$ cat config.mk
export PLATFORM = sky130hd
export DESIGN_NAME = selfadd_reg_lanes
export DESIGN_NICKNAME = d
export VERILOG_FILES = /design/src/rtl/selfadd_reg_lanes.sv
export SDC_FILE = /design/constraint.sdc
export NUM_CORES = 1
export LEC_CHECK = 0
export CORE_ASPECT_RATIO = 0.9
export CORE_MARGIN = 2
export CORE_UTILIZATION = 63
export CTS_CLUSTER_DIAMETER = 100
export DETAILED_ROUTE_END_ITERATION = 10
export DONT_BUFFER_PORTS = 1
export PLACE_DENSITY_LB_ADDON = 0.05
export REMOVE_ABC_BUFFERS = 1
export SYNTH_ARGS = -nofsm -noshare
export SYNTH_HDL_FRONTEND = slang
export SYNTH_SLANG_ARGS = --single-unit
$ cat constraint.sdc
create_clock -name clk -period 7.6 [get_ports clk]
set_clock_uncertainty 0.2 [all_clocks]
set_input_delay 1.14 -clock clk [delete_from_list [all_inputs] [get_ports clk]]
set_output_delay 1.14 -clock clk [all_outputs]
set_load 0.01 [all_outputs]
$ cat src/rtl/selfadd_reg_lanes.sv
// selfadd_reg_lanes: multi-lane self-accumulating register bank with pipelined add
// Ports:
//   clk, rst         clock and asynchronous active-high reset
//   usr_rst          synchronous clear, also cancels the in-flight add and a same-cycle beat
//   data_v, in_data  input beat; lane i is in_data[i*DW +: DW], signed
//   in_ready         a beat is accepted on data_v && in_ready
//   out_data_w       registered accumulators, same lane packing
//   out_data_v_w     one-cycle pulse when the accumulators update
//   ovf_w            per-lane sticky overflow / saturation flag
//   drop_w           sticky flag, data_v seen while in_ready was low
module selfadd_reg_lanes #(
    parameter int LANES    = 2,
    parameter int DW       = 16,
    parameter int ADD_LAT  = 3,
    parameter int SAT_MODE = 0
) (
    input  logic                clk,
    input  logic                rst,
    input  logic                usr_rst,
    input  logic                data_v,
    input  logic [LANES*DW-1:0] in_data,
    output logic                in_ready,
    output logic [LANES*DW-1:0] out_data_w,
    output logic                out_data_v_w,
    output logic [LANES-1:0]    ovf_w,
    output logic                drop_w
);
    logic [ADD_LAT-1:0]    vc;
    logic [LANES*DW-1:0]   op_in  [ADD_LAT];
    logic [LANES*DW-1:0]   op_acc [ADD_LAT];
    logic [LANES*DW-1:0]   acc, nxt, snap;
    logic [LANES-1:0]      of_nxt;
    logic                  wr, accept;

    assign wr = vc[ADD_LAT-1];
    // The top chain bit marks the write edge, so a beat may be accepted on that same edge.
    assign in_ready = ~|(vc & ~(ADD_LAT'(1) << (ADD_LAT - 1)));
    assign accept = data_v & in_ready;
    // Forward the value being written so a beat accepted on the write edge sees it.
    assign snap = wr ? nxt : acc;
    assign out_data_w = acc;

    for (genvar i = 0; i < LANES; i++) begin : g_lane
        logic [DW-1:0] a, b;
        logic [DW:0]   s;
        logic          of;
        assign a = op_acc[ADD_LAT-1][i*DW +: DW];
        assign b = op_in[ADD_LAT-1][i*DW +: DW];
        assign s = {a[DW-1], a} + {b[DW-1], b};
        // Sign extension bit disagreeing with the result sign is exactly signed overflow.
        assign of = s[DW] ^ s[DW-1];
        assign of_nxt[i] = of;
        assign nxt[i*DW +: DW] = (SAT_MODE != 0 && of)
            ? (a[DW-1] ? {1'b1, {(DW-1){1'b0}}} : {1'b0, {(DW-1){1'b1}}})
            : s[DW-1:0];
    end

    always_ff @(posedge clk or posedge rst) begin
        if (rst) begin
            vc <= '0;
            acc <= '0;
            ovf_w <= '0;
            drop_w <= 1'b0;
            out_data_v_w <= 1'b0;
            for (int k = 0; k < ADD_LAT; k++) begin
                op_in[k] <= '0;
                op_acc[k] <= '0;
            end
        end else if (usr_rst) begin
            vc <= '0;
            acc <= '0;
            ovf_w <= '0;
            drop_w <= 1'b0;
            out_data_v_w <= 1'b0;
            for (int k = 0; k < ADD_LAT; k++) begin
                op_in[k] <= '0;
                op_acc[k] <= '0;
            end
        end else begin
            vc <= (vc << 1) | ADD_LAT'(accept);
            op_in[0] <= in_data;
            op_acc[0] <= snap;
            for (int k = 1; k < ADD_LAT; k++) begin
                op_in[k] <= op_in[k-1];
                op_acc[k] <= op_acc[k-1];
            end
            out_data_v_w <= wr;
            drop_w <= drop_w | (data_v & ~in_ready);
            if (wr) begin
                acc <= nxt;
                ovf_w <= ovf_w | of_nxt;
            end
        end
    end
endmodule

==> out/qor.yml <==
logic_synthesis:
  syn_area_per_cell_um2: 11.8
  netlist_area_mm2: 0.00834
  async_flop_share: 1.00
  ys_ff_latch: 199
  synthMuxAreaShare: 0.0218
  synth_cell_types: 58
  synthAdderAreaFrac: 0.0528
  yosysWarnings: 0
  synth-simple-area-share: 0.165
  synth_edf_count: 0
  synth_top_family_by_area: "simple AND/OR/NAND/NOR gates"
  synth_seq_area_share: 0.597
  synthFlopType: "dfrtp_1"
  synthXorXnorAreaFrac: 0.0242
  syn_inst: 706
  synth_compound_area_frac: 0.0888
clock_network:
  clkLatencyLatePin_ns: 0.43
  htree_levels: 4
  clock-root-buffer: "clkbuf_16"
  cts_tree: "built"
  clk_pin_slew_ns: 0.07
  cts_buffers: 17
  postCtsHoldBufs: 0
  cts_resized: 0
  post-cts-setup-buffers: 0
  clockBufferDepth: 2
  clkSinkCount: 199
timing:
  setup_ws_ns: 4.99
  post-route-period-util: 0.344
  period_needed_ns: 2.61
  tightest_slew_ns: 0.895
  drv_slew: 0
  hold_viol_final: 0
  rsz0062_at_grt: "false"
  setup_violations: 0
  clock.fmax_mhz: 383
  tns_ns: 0
  slew_headroom: 0.403
critical_path:
  r2r.worst_path.cells: 8
  arrival_ns: 2.71
  critPathMaxFanout: 3
  setup.worst_path.start_class: "flop"
  crit_required_ns: 7.70
  endpoint_kind: "flop"
  path_class: "reg -> reg"
detailed_routing:
  first_iter_violations: 454
  viasPerCell: 5.49
  vias: 4630
  drcViolationCount: 0
  firstDrtPassIters: 4
  postRouteAntennaNets: 0
  wire_per_inst_um: 15.6
  drt-total-wl_um: 13200
final_layout:
  drive_above_1_share: 0.0634
  postLayoutCellArea_mm2: 0.00879
  fin_nets: 735
  area_growth_pct: 5.39
  final_util: 0.687
die:
  die-area_mm2: 0.0142
  die_width_um: 125
  die_h_um: 113
  core.rowCount: 39
  core_area_mm2: 0.0128
  initial_core_util: 0.652
  io_pins: 73
place:
  post-place-ws_ns: 4.79
  gp_congestion: 0.842
  io_buffer_count: 0
  hpwl_um: 8230
  dpl_cell_area_mm2: 0.00821
global_routing:
  grt.overflow.total: 0
  antenna_found_initial: 1
  grt_util_all_layers: 0.202
  top_usage_layer: "met2"
  use_met2: 0.292
  grt_max_degree: 197
  grt_use_met1: 0.284
  grt_pass1_wl_um: 22500
  grtUsageMet3: 0.0671
  grt_pass1_vias: 4542
outcome:
  status: "complete, no violations"
run:
  drv_cap: 0
worst_hold_path:
  hold_depth: 1
  hold_path.class: "reg -> reg"
power_and_ir_drop:
  total_power_mw: 2.02
  peakVddDrop_v: 0.000171
  power.leakage_nw: 4.26
  power_density_mw_per_mm2: 230
==> report_power, final <==
| part | switching [mW] | internal, mW | leakage, nW | total, mW |
|---|---|---|---|---|
| sequential | 0.00752 | 1.08 | 2.72 | 1.09 |
| clock | 0.402 | 0.471 | 0.287 | 0.873 |
| combinational | 0.0363 | 0.0201 | 1.25 | 0.0564 |
| total | 0.446 | 1.57 | 4.26 | 2.02 |
==> layer usage <==
layer | vias to the layer above | routed length [µm]
met5 | - | 0
li1 | 2228 | -
met3 | 19 | 915
met2 | 122 | 5950
met1 | 2261 | 6060
met4 | 0 | 236
==> final timing paths <==
kind	end	startpoint	slack (ns)
min in group asynchronous	out_data_w[19]$_DFFE_PP0P_	rst	0.52
min reg2reg	op_in[36]$_DFF_PP0_	op_in[68]$_DFF_PP0_	0.26
max in group asynchronous	out_data_w[14]$_DFFE_PP0P_	rst	5.36
max	out_data_w[30]$_DFFE_PP0P_	g_lane[1].a[0]$_DFF_PP0_	4.99
max reg2reg	out_data_w[30]$_DFFE_PP0P_	g_lane[1].a[0]$_DFF_PP0_	4.99
min	op_in[36]$_DFF_PP0_	op_in[68]$_DFF_PP0_	0.26
==> cell type report <==
type                    count  area [µm²]
flip-flops and latches    199        4980
repair buffers              2        15.0
multi-input cells         429        2940
well taps                 164         205
clock buffers              19         443
clock inverters            13         135
diodes                      1        2.50
fillers                   940        4000
inverters                  16        67.6
==> per-stage QoR <==
| step | std cells | hold WS [ns] |
|---|---|---|
| 2_1_floorplan | 644 | 0.239 |
| 3_3_place_gp | 810 | 0.242 |
| 3_5_place_dp | 810 | 0.246 |
| 4_1_cts | 842 | 0.263 |
| 5_1_grt | 842 | 0.270 |
| 6_report | 843 | 0.259 |
==> layout by cell type (no fill, tap or decap), types with 7 or more instances in the layout <==
master | Yosys | final
dfrtp_1 | 199 | 199
nor2b_1 | 164 | 164
a21oi_1 | 37 | 37
ha_1 | 32 | 32
nor2_1 | 31 | 31
nand2_1 | 25 | 25
o21ai_0 | 18 | 18
xnor2_1 | 18 | 18
mux2i_1 | 17 | 17
clkbuf_16 | 0 | 17
inv_1 | 15 | 14
a21o_1 | 8 | 8
inv_6 | 0 | 7
==> logic make-up (layout without fill, tap and decap cells) <==
| kind of cell | count (synthesis) | count (layout) |
|---|---|---|
| AOI/OAI and AO/OA | 111 | 111 |
| xor gates and xnor gates | 23 | 23 |
| adders and majority gates | 34 | 34 |
| buffers and inverters | 78 | 50 |
| DFF | 199 | 199 |
| muxes | 18 | 18 |
| other | 0 | 1 |
| and+or+nand+nor | 243 | 243 |
==> critical path: stages, from the launching register on <==
cell      delay [ns]
dfrtp_1         0.37
ha_1            0.22
fa_1            0.43
a211oi_1        0.31
o211ai_1        0.20
a21boi_1        0.28
o21ai_0         0.18
mux2i_1         0.18
o311ai_1        0.11
==> sequential cells by signal, indices dropped and copies added, names as in the netlist <==
signal	count
out_data_v_w	1
g_lane.a	32
op_acc	32
ovf_w	2
g_lane.b	32
out_data_w	32
op_in	64
drop_w	1
vc	3
==> cells in the mapped netlist (all sizes together), types with 2 or more instances <==
cell type / count / area, µm²
o211ai: 7 / 57.6
dfrtp: 199 / 4980
nor2b: 164 / 1030
xnor2: 18 / 158
a211o: 3 / 26.3
nand4: 4 / 25.0
o22ai: 3 / 18.8
a211oi: 4 / 30.0
nand3: 4 / 20.0
o31a: 2 / 17.5
o21a: 3 / 22.5
nor3: 5 / 25.0
nand2: 25 / 93.8
a41oi: 2 / 17.5
fa: 2 / 40.0
a22oi: 2 / 15.0
mux2i: 17 / 170
o21bai: 2 / 15.0
clkbuf: 24 / 90.1
inv: 15 / 56.3
o21ai: 20 / 104
ha: 32 / 400
a21boi: 2 / 15.0
nor2: 31 / 116
xor2: 5 / 43.8
a21o: 9 / 68.8
a22o: 2 / 17.5
nand2b: 3 / 18.8
a21oi: 39 / 203
buf: 38 / 269
(Power assumes the default switching activity.)
